==> src/rtl/sample_iter.sv <==
// ============================================================================
//  Module      : sample_iter
//  Description : Walks every sample position of a grid-snapped bounding box
//                in raster order, one sample per cycle, with the held triangle.
//  Revision    : 1.0 - initial release
// ============================================================================
`default_nettype none

module sample_iter #(
    parameter int SIGFIG = 24,
    parameter int RADIX  = 10,
    parameter int VERTS  = 3,
    parameter int AXIS   = 3,
    parameter int COLORS = 3
) (
    input  logic                           clk,
    input  logic                           rst_n,
    input  logic [VERTS*AXIS*SIGFIG-1:0]   tri_in,
    input  logic [COLORS*SIGFIG-1:0]       color_in,
    input  logic [4*SIGFIG-1:0]            box_in,
    input  logic                           valid_in,
    input  logic [3:0]                     subsample_in,
    output logic                           in_ready,
    input  logic                           halt_in,
    output logic [VERTS*AXIS*SIGFIG-1:0]   tri_out,
    output logic [COLORS*SIGFIG-1:0]       color_out,
    output logic [2*SIGFIG-1:0]            sample_out,
    output logic                           valid_out
);

    typedef enum logic [0:0] {
        ST_WAIT = 1'b0,
        ST_TEST = 1'b1
    } state_t;

    localparam logic [SIGFIG-1:0] c_one = SIGFIG'(1);

    state_t r_state;
    state_t w_next_state;

    logic [VERTS*AXIS*SIGFIG-1:0] r_tri;
    logic [COLORS*SIGFIG-1:0]     r_color;
    logic signed [SIGFIG-1:0]     r_ll_x;
    logic signed [SIGFIG-1:0]     r_ur_x;
    logic signed [SIGFIG-1:0]     r_ur_y;
    logic signed [SIGFIG-1:0]     r_x;
    logic signed [SIGFIG-1:0]     r_y;
    logic [SIGFIG-1:0]            r_step;
    logic                         r_valid;

    logic [SIGFIG-1:0] w_sel_step;
    logic              w_accept;
    logic              w_adv_x;
    logic              w_adv_y;
    logic              w_finish;

    // Anything that is not a legal one-hot rate falls back to 1spp.
    always_comb begin
        w_sel_step = c_one << RADIX;
        case (subsample_in)
            4'b0100: w_sel_step = c_one << (RADIX - 1);
            4'b0010: w_sel_step = c_one << (RADIX - 2);
            4'b0001: w_sel_step = c_one << (RADIX - 3);
            default: w_sel_step = c_one << RADIX;
        endcase
    end

    always_ff @(posedge clk) begin
        if (!rst_n) begin
            r_state <= ST_WAIT;
        end else begin
            r_state <= w_next_state;
        end
    end

    // The >= tests also end inverted boxes after the single sample at ll.
    always_comb begin
        w_next_state = r_state;
        w_accept     = 1'b0;
        w_adv_x      = 1'b0;
        w_adv_y      = 1'b0;
        w_finish     = 1'b0;
        case (r_state)
            ST_WAIT: begin
                if (valid_in) begin
                    w_accept     = 1'b1;
                    w_next_state = ST_TEST;
                end
            end
            ST_TEST: begin
                if (!halt_in) begin
                    if (r_x < r_ur_x) begin
                        w_adv_x = 1'b1;
                    end else if (r_y < r_ur_y) begin
                        w_adv_y = 1'b1;
                    end else begin
                        w_finish     = 1'b1;
                        w_next_state = ST_WAIT;
                    end
                end
            end
            default: w_next_state = ST_WAIT;
        endcase
    end

    always_ff @(posedge clk) begin
        if (!rst_n) begin
            r_tri   <= '0;
            r_color <= '0;
            r_ll_x  <= '0;
            r_ur_x  <= '0;
            r_ur_y  <= '0;
            r_x     <= '0;
            r_y     <= '0;
            r_step  <= c_one << RADIX;
            r_valid <= 1'b0;
        end else begin
            if (w_accept) begin
                r_tri   <= tri_in;
                r_color <= color_in;
                r_ll_x  <= box_in[SIGFIG-1:0];
                r_ur_x  <= box_in[3*SIGFIG-1:2*SIGFIG];
                r_ur_y  <= box_in[4*SIGFIG-1:3*SIGFIG];
                r_x     <= box_in[SIGFIG-1:0];
                r_y     <= box_in[2*SIGFIG-1:SIGFIG];
                r_step  <= w_sel_step;
                r_valid <= 1'b1;
            end else if (r_state == ST_WAIT) begin
                r_valid <= 1'b0;
            end
            if (w_adv_x) begin
                r_x <= r_x + r_step;
            end
            if (w_adv_y) begin
                r_x <= r_ll_x;
                r_y <= r_y + r_step;
            end
            if (w_finish) begin
                r_valid <= 1'b0;
            end
        end
    end

    assign in_ready   = (r_state == ST_WAIT);
    assign tri_out    = r_tri;
    assign color_out  = r_color;
    assign sample_out = {r_y, r_x};
    assign valid_out  = r_valid;

endmodule

`default_nettype wire

==> config.mk <==
export PLATFORM = sky130hd
export DESIGN_NAME = sample_iter
export DESIGN_NICKNAME = d
export VERILOG_FILES = /design/src/rtl/sample_iter.sv
export SDC_FILE = /design/constraint.sdc
export NUM_CORES = 1
export LEC_CHECK = 0
export ABC_CLOCK_PERIOD_IN_PS = 3100
export CAP_MARGIN = 5
export CORE_AREA = 2 2 283 285
export DETAILED_ROUTE_END_ITERATION = 7
export DIE_AREA = 0 0 285 287
export HOLD_SLACK_MARGIN = 0.08
export PLACE_DENSITY_LB_ADDON = 0.3
export SETUP_SLACK_MARGIN = 0.2
export SLEW_MARGIN = 40
export SYNTH_ARGS = -nofsm -noshare
export SYNTH_HDL_FRONTEND = slang
export SYNTH_SLANG_ARGS = --single-unit
export TNS_END_PERCENT = 50
==> constraint.sdc <==
create_clock -name clk -period 3.1 [get_ports clk]
set_input_delay 0.31 -clock clk [delete_from_list [all_inputs] [get_ports clk]]
set_output_delay 0.31 -clock clk [all_outputs]
set_load 0.03 [all_outputs]
==> run summary <==
* sky130_fd_sc_hd__nand2_1, sky130_fd_sc_hd__clkdlybuf4s50_1, sky130_fd_sc_hd__a21oi_1 — top library cells by usage in the layout, fill and taps aside
* 2 — H-tree depth
* 583 nW/µm² — power per unit of standard cell area
* 70.9% — Layout Area Growth over Synthesis
* 0.602 — Worst slew margin
* 52 — Distinct cells, synth
* 0.306 — sw frac
* 8310 µm² — total area of sequential cells
* 3 — Clock Tree Buf Depth
* 414 — number of synthesized register bits
* 0 — number of flops mapped to enable cells by yosys
* register — capturing element type of the critical path
* 16300 µm² — Post-Synthesis Cell Area
* 4.98 mW — total net switching power
* 0.173 — compound-gate portion of the synthesized area
* in2reg — Hold Path Class
* -116 ps — worst setup slack before clock tree synthesis
* 0.0439 — Adder-Cell Fraction of Synth Area
* 730 — Ports
* 3540 ps — data arrival time of the critical path
* 0 — Syn. warnings
* 2095 — gate count of the mapped netlist
* 855 — number of design-rule violations left by the first detailed-router iteration
* 103 — total number of placement rows
* 0 — remaining global-route overflow
* 0 — number of max-slew violations in the final report
* 3827 — Cells after DPL
* 285 µm — Die Span X
* 0.355 — final core utilization
* 81800 µm² — area enclosed by the die boundary
* simple AND/OR/NAND/NOR gates — cell family with the largest share of critical-path delay
* 16800 — routed vias
* 3954 — final cell count without fillers
* register — Setup crit start kind
* 0.0102 — xor and xnor fraction of the mapped netlist area
* 0 — count of antenna-violating nets left after detailed routing
* 287 µm — floorplan die height
* simple AND/OR/NAND/NOR gates — main combinational cell family by area after synthesis
* 6 — CP bufs+invs
* 5 — critical-path maximum fanout
* 331 MHz — fmax
* 0 — async set or reset register ratio after synthesis
* 111 — maximum number of pins on one net before global-route repair
* r_y[17]$_SDFFE_PN0P_ — Crit Reg-Reg Endpoint
* 9 — antenna violations before repair
* 0.156 — combined global-route utilization of all metal layers
* 597 ps — transition at the pin with the smallest max-transition slack
* 0.814 — Placer Congestion
* 0 ps — accumulated negative setup slack
* 0 — remaining design rule violation count
* 3306 — # nets final
* 16000 — number of global-route vias before repair
* sky130_fd_sc_hd__buf_6 — most repeated library cell on the critical path
* 3630 ps — data required time at the worst endpoint
* sky130_fd_sc_hd__nand2_1 — most frequent standard cell in the layout excluding fill and tap cells
* 10.4 nW — static leakage
* 0.973 — fin crit share
* 27900 µm² — final instance area
* 0.366 — share of total power in sequential cells
* 0.217 — Post-Synth Simple-Gate Area
* 0.208 — starting density of the core
* 51 — clock buffer count from CTS
* 80 ps — r2r setup slk
* inv_1 -> ha_1 -> nand2_2 -> buf_4 -> nor4_4 -> buf_4 -> buf_6 -> a22o_1 -> or3_4 -> buf_6 -> a211o_4 -> buf_6 -> or3_4 -> a31oi_1 — ordered cell list for the critical path
* 420 µV — worst IR drop on VDD
* completed — run status
* 8269 — Fill cells
* 414 — TritonCTS sink count
* 0 — fraction of synthesized area in multiplexers
* 29.3 ps — worst clock skew
* 11.3 mW — internal power
* sky130_fd_sc_hd__dfxtp_1 — top flip-flop cell by instance count after synthesis
* r_ur_x[14]$_SDFFE_PN0P_ — Critical path origin
* 0 — # setup viols final
* 99.0 mm — first-pass GRT wire length
* tri_in[45] — source of the worst hold timing path
* 78600 µm² — Core Region
* yes — RSZ-0062 raised after global routing
* 0 — Hold Violations, Final
* 4.25 — number of vias per cell after detailed routing
* reg2reg — start-to-end type of the worst setup path
* 729 — number of port buffers
* 0.255 — Logic pwr share
* 25300 µm² — cell area after placement
* 0.379 — Clk network pwr share
* 14 — FF-to-FF path depth
* r_ur_x[14]$_SDFFE_PN0P_ — reg2reg start
* sky130_fd_sc_hd__clkbuf_16 — Root Buffer Master
* 3020 ps — minimum clock period after layout
* 17.2 µm — drt wl/cell
* sky130_fd_sc_hd__or3_4 — master of the slowest instance on the critical path
* 7720 µm² — area of the multi-input gates
* 239 ps — worst hold slack across all endpoints
* r_y[17]$_SDFFE_PN0P_ — end of the critical path
* 68.0 mm — wire length reported by the detailed router
* 7.79 µm² — mean cell area of the mapped netlist
* 60 ps — clock-pin slew on the worst setup and hold paths
* 0.508 — Seq/Total Area, Yosys
* 610 ps — Skew-Pair Late Insertion Delay
* 2543 — post-synthesis net count
* 16.2 mW — post-layout total power
* 14 — total stage count of the critical path
* 82.7 ps — least setup slack across all paths after layout
* 6 — Pre-Repair DR Iteration Count
* 49.5 mm — detailed placement HPWL
* 400 ps — Slowest Stage Delay on Critical Path
* 0.102 — ratio of cells with drive above 1 in the final layout
* 0 — Max Cap Violations
* built — TritonCTS clock tree
registers in the layout (all words and copies together), names as in the netlist, 4 cells and up:
register,cells
r_ll_x,24
r_x,24
r_ur_y,24
r_y,24
color_out,72
r_step,4
r_ur_x,24
tri_out,216
how the worst min path moves through the flow:
stage | cells after the start | to | slack [ps]
3_5_place_dp | 2 | tri_out[111]$_SDFFE_PN0P_ | 440
6_report | 3 | tri_out[45]$_SDFFE_PN0P_ | 240
5_1_grt | 3 | tri_out[36]$_SDFFE_PN0P_ | 210
4_1_cts | 3 | color_out[63]$_SDFFE_PN0P_ | 190
2_1_floorplan | 2 | r_ll_x[10]$_SDFFE_PN0P_ | 430
3_3_place_gp | 2 | r_ur_y[0]$_SDFFE_PN0P_ | 440
routing by layer:
metal	vias to the layer above	routed length [µm]	global-route usage
met4	6	1720	0.0474
met5	-	40	0
met1	7725	29000	0.190
li1	8478	-	-
met3	104	4140	0.0422
met2	476	33100	0.267
worst register-to-register path, delay by kind of cell (launching register included):
kind	cells	cell delay, ps
flip-flops	1	320
buffers and inverters	6	680
AO/OA/AOI/OAI	3	750
AND/OR/NAND/NOR	4	880
adder cells (fa/ha/maj)	1	280
Yosys cell counts, types with 2 or more instances:
library cell               instances  share of area
sky130_fd_sc_hd__a32oi_1           2         0.0011
sky130_fd_sc_hd__fa_1              2         0.0025
sky130_fd_sc_hd__buf_1            10         0.0023
sky130_fd_sc_hd__nor2b_1           6         0.0023
sky130_fd_sc_hd__nand3_1          18         0.0055
sky130_fd_sc_hd__a31oi_1          14         0.0054
sky130_fd_sc_hd__a222oi_1          3         0.0018
sky130_fd_sc_hd__nand4_1          10         0.0038
sky130_fd_sc_hd__xnor2_1          12         0.0064
sky130_fd_sc_hd__and2_1            2        0.00077
sky130_fd_sc_hd__nor2_1           22         0.0051
sky130_fd_sc_hd__clkbuf_1        129          0.030
sky130_fd_sc_hd__buf_6             2         0.0014
sky130_fd_sc_hd__o221a_2          10         0.0069
sky130_fd_sc_hd__nand2_1         783           0.18
sky130_fd_sc_hd__o221ai_1          2         0.0011
sky130_fd_sc_hd__nor4_1            5         0.0019
sky130_fd_sc_hd__o31ai_1           4         0.0018
sky130_fd_sc_hd__ha_1             54          0.041
sky130_fd_sc_hd__a22oi_1           2        0.00092
sky130_fd_sc_hd__o21ai_0          28         0.0086
sky130_fd_sc_hd__dfxtp_1         414           0.51
sky130_fd_sc_hd__nor3_1           10         0.0031
sky130_fd_sc_hd__a21oi_1         409           0.13
sky130_fd_sc_hd__o21a_1            5         0.0023
sky130_fd_sc_hd__a21o_1           13         0.0060
sky130_fd_sc_hd__or4_1             4         0.0018
sky130_fd_sc_hd__buf_2             3        0.00092
sky130_fd_sc_hd__nand3b_1          3         0.0014
sky130_fd_sc_hd__o31a_1            3         0.0016
sky130_fd_sc_hd__a311oi_1          7         0.0038
sky130_fd_sc_hd__xor2_1            7         0.0038
sky130_fd_sc_hd__and3_1            7         0.0027
sky130_fd_sc_hd__or3_1             8         0.0031
sky130_fd_sc_hd__o211ai_1          6         0.0028
sky130_fd_sc_hd__inv_1            60          0.014
layout make-up:
cell class / instances / share of cell area
clock inverters: 19 / 0.00920
inverters: 60 / 0.00835
multi-input cells: 1478 / 0.277
flip-flops and latches: 414 / 0.298
diodes: 5 / 0.000449
well taps: 1050 / 0.0471
clock buffers: 75 / 0.0530
repair buffers: 853 / 0.307
repair_timing:
item / CTS / global route
pin swaps: 14 / 45
setup endpoints to repair: 17 / 41
hold buffers: 0 / 0
gates cloned: 1 / 1
buffers inserted: 8 / 18
resized for setup: 18 / 95
cells by family (layout without fill, tap and decap cells):
logic type      after synthesis  count (layout)
compound gates              515             516
xor+xnor                     19              19
fa+ha+maj                    56              56
buf+inv                     204            1007
flops                       414             414
other cells                   0               5
simple gates                887             887
power by group through the flow:
stage / logic [mW] / clock network [mW] / registers (mW)
2_1_floorplan: 1.18 / 0 / 6.71
4_1_cts: 3.93 / 6.37 / 5.93
5_1_grt: 4.47 / 6.59 / 6.00
6_report: 4.14 / 6.15 / 5.95
3_5_place_dp: 3.86 / 0 / 6.04
3_3_place_gp: 3.86 / 0 / 6.03
No activity file was read; power rests on OpenSTA's default activity.
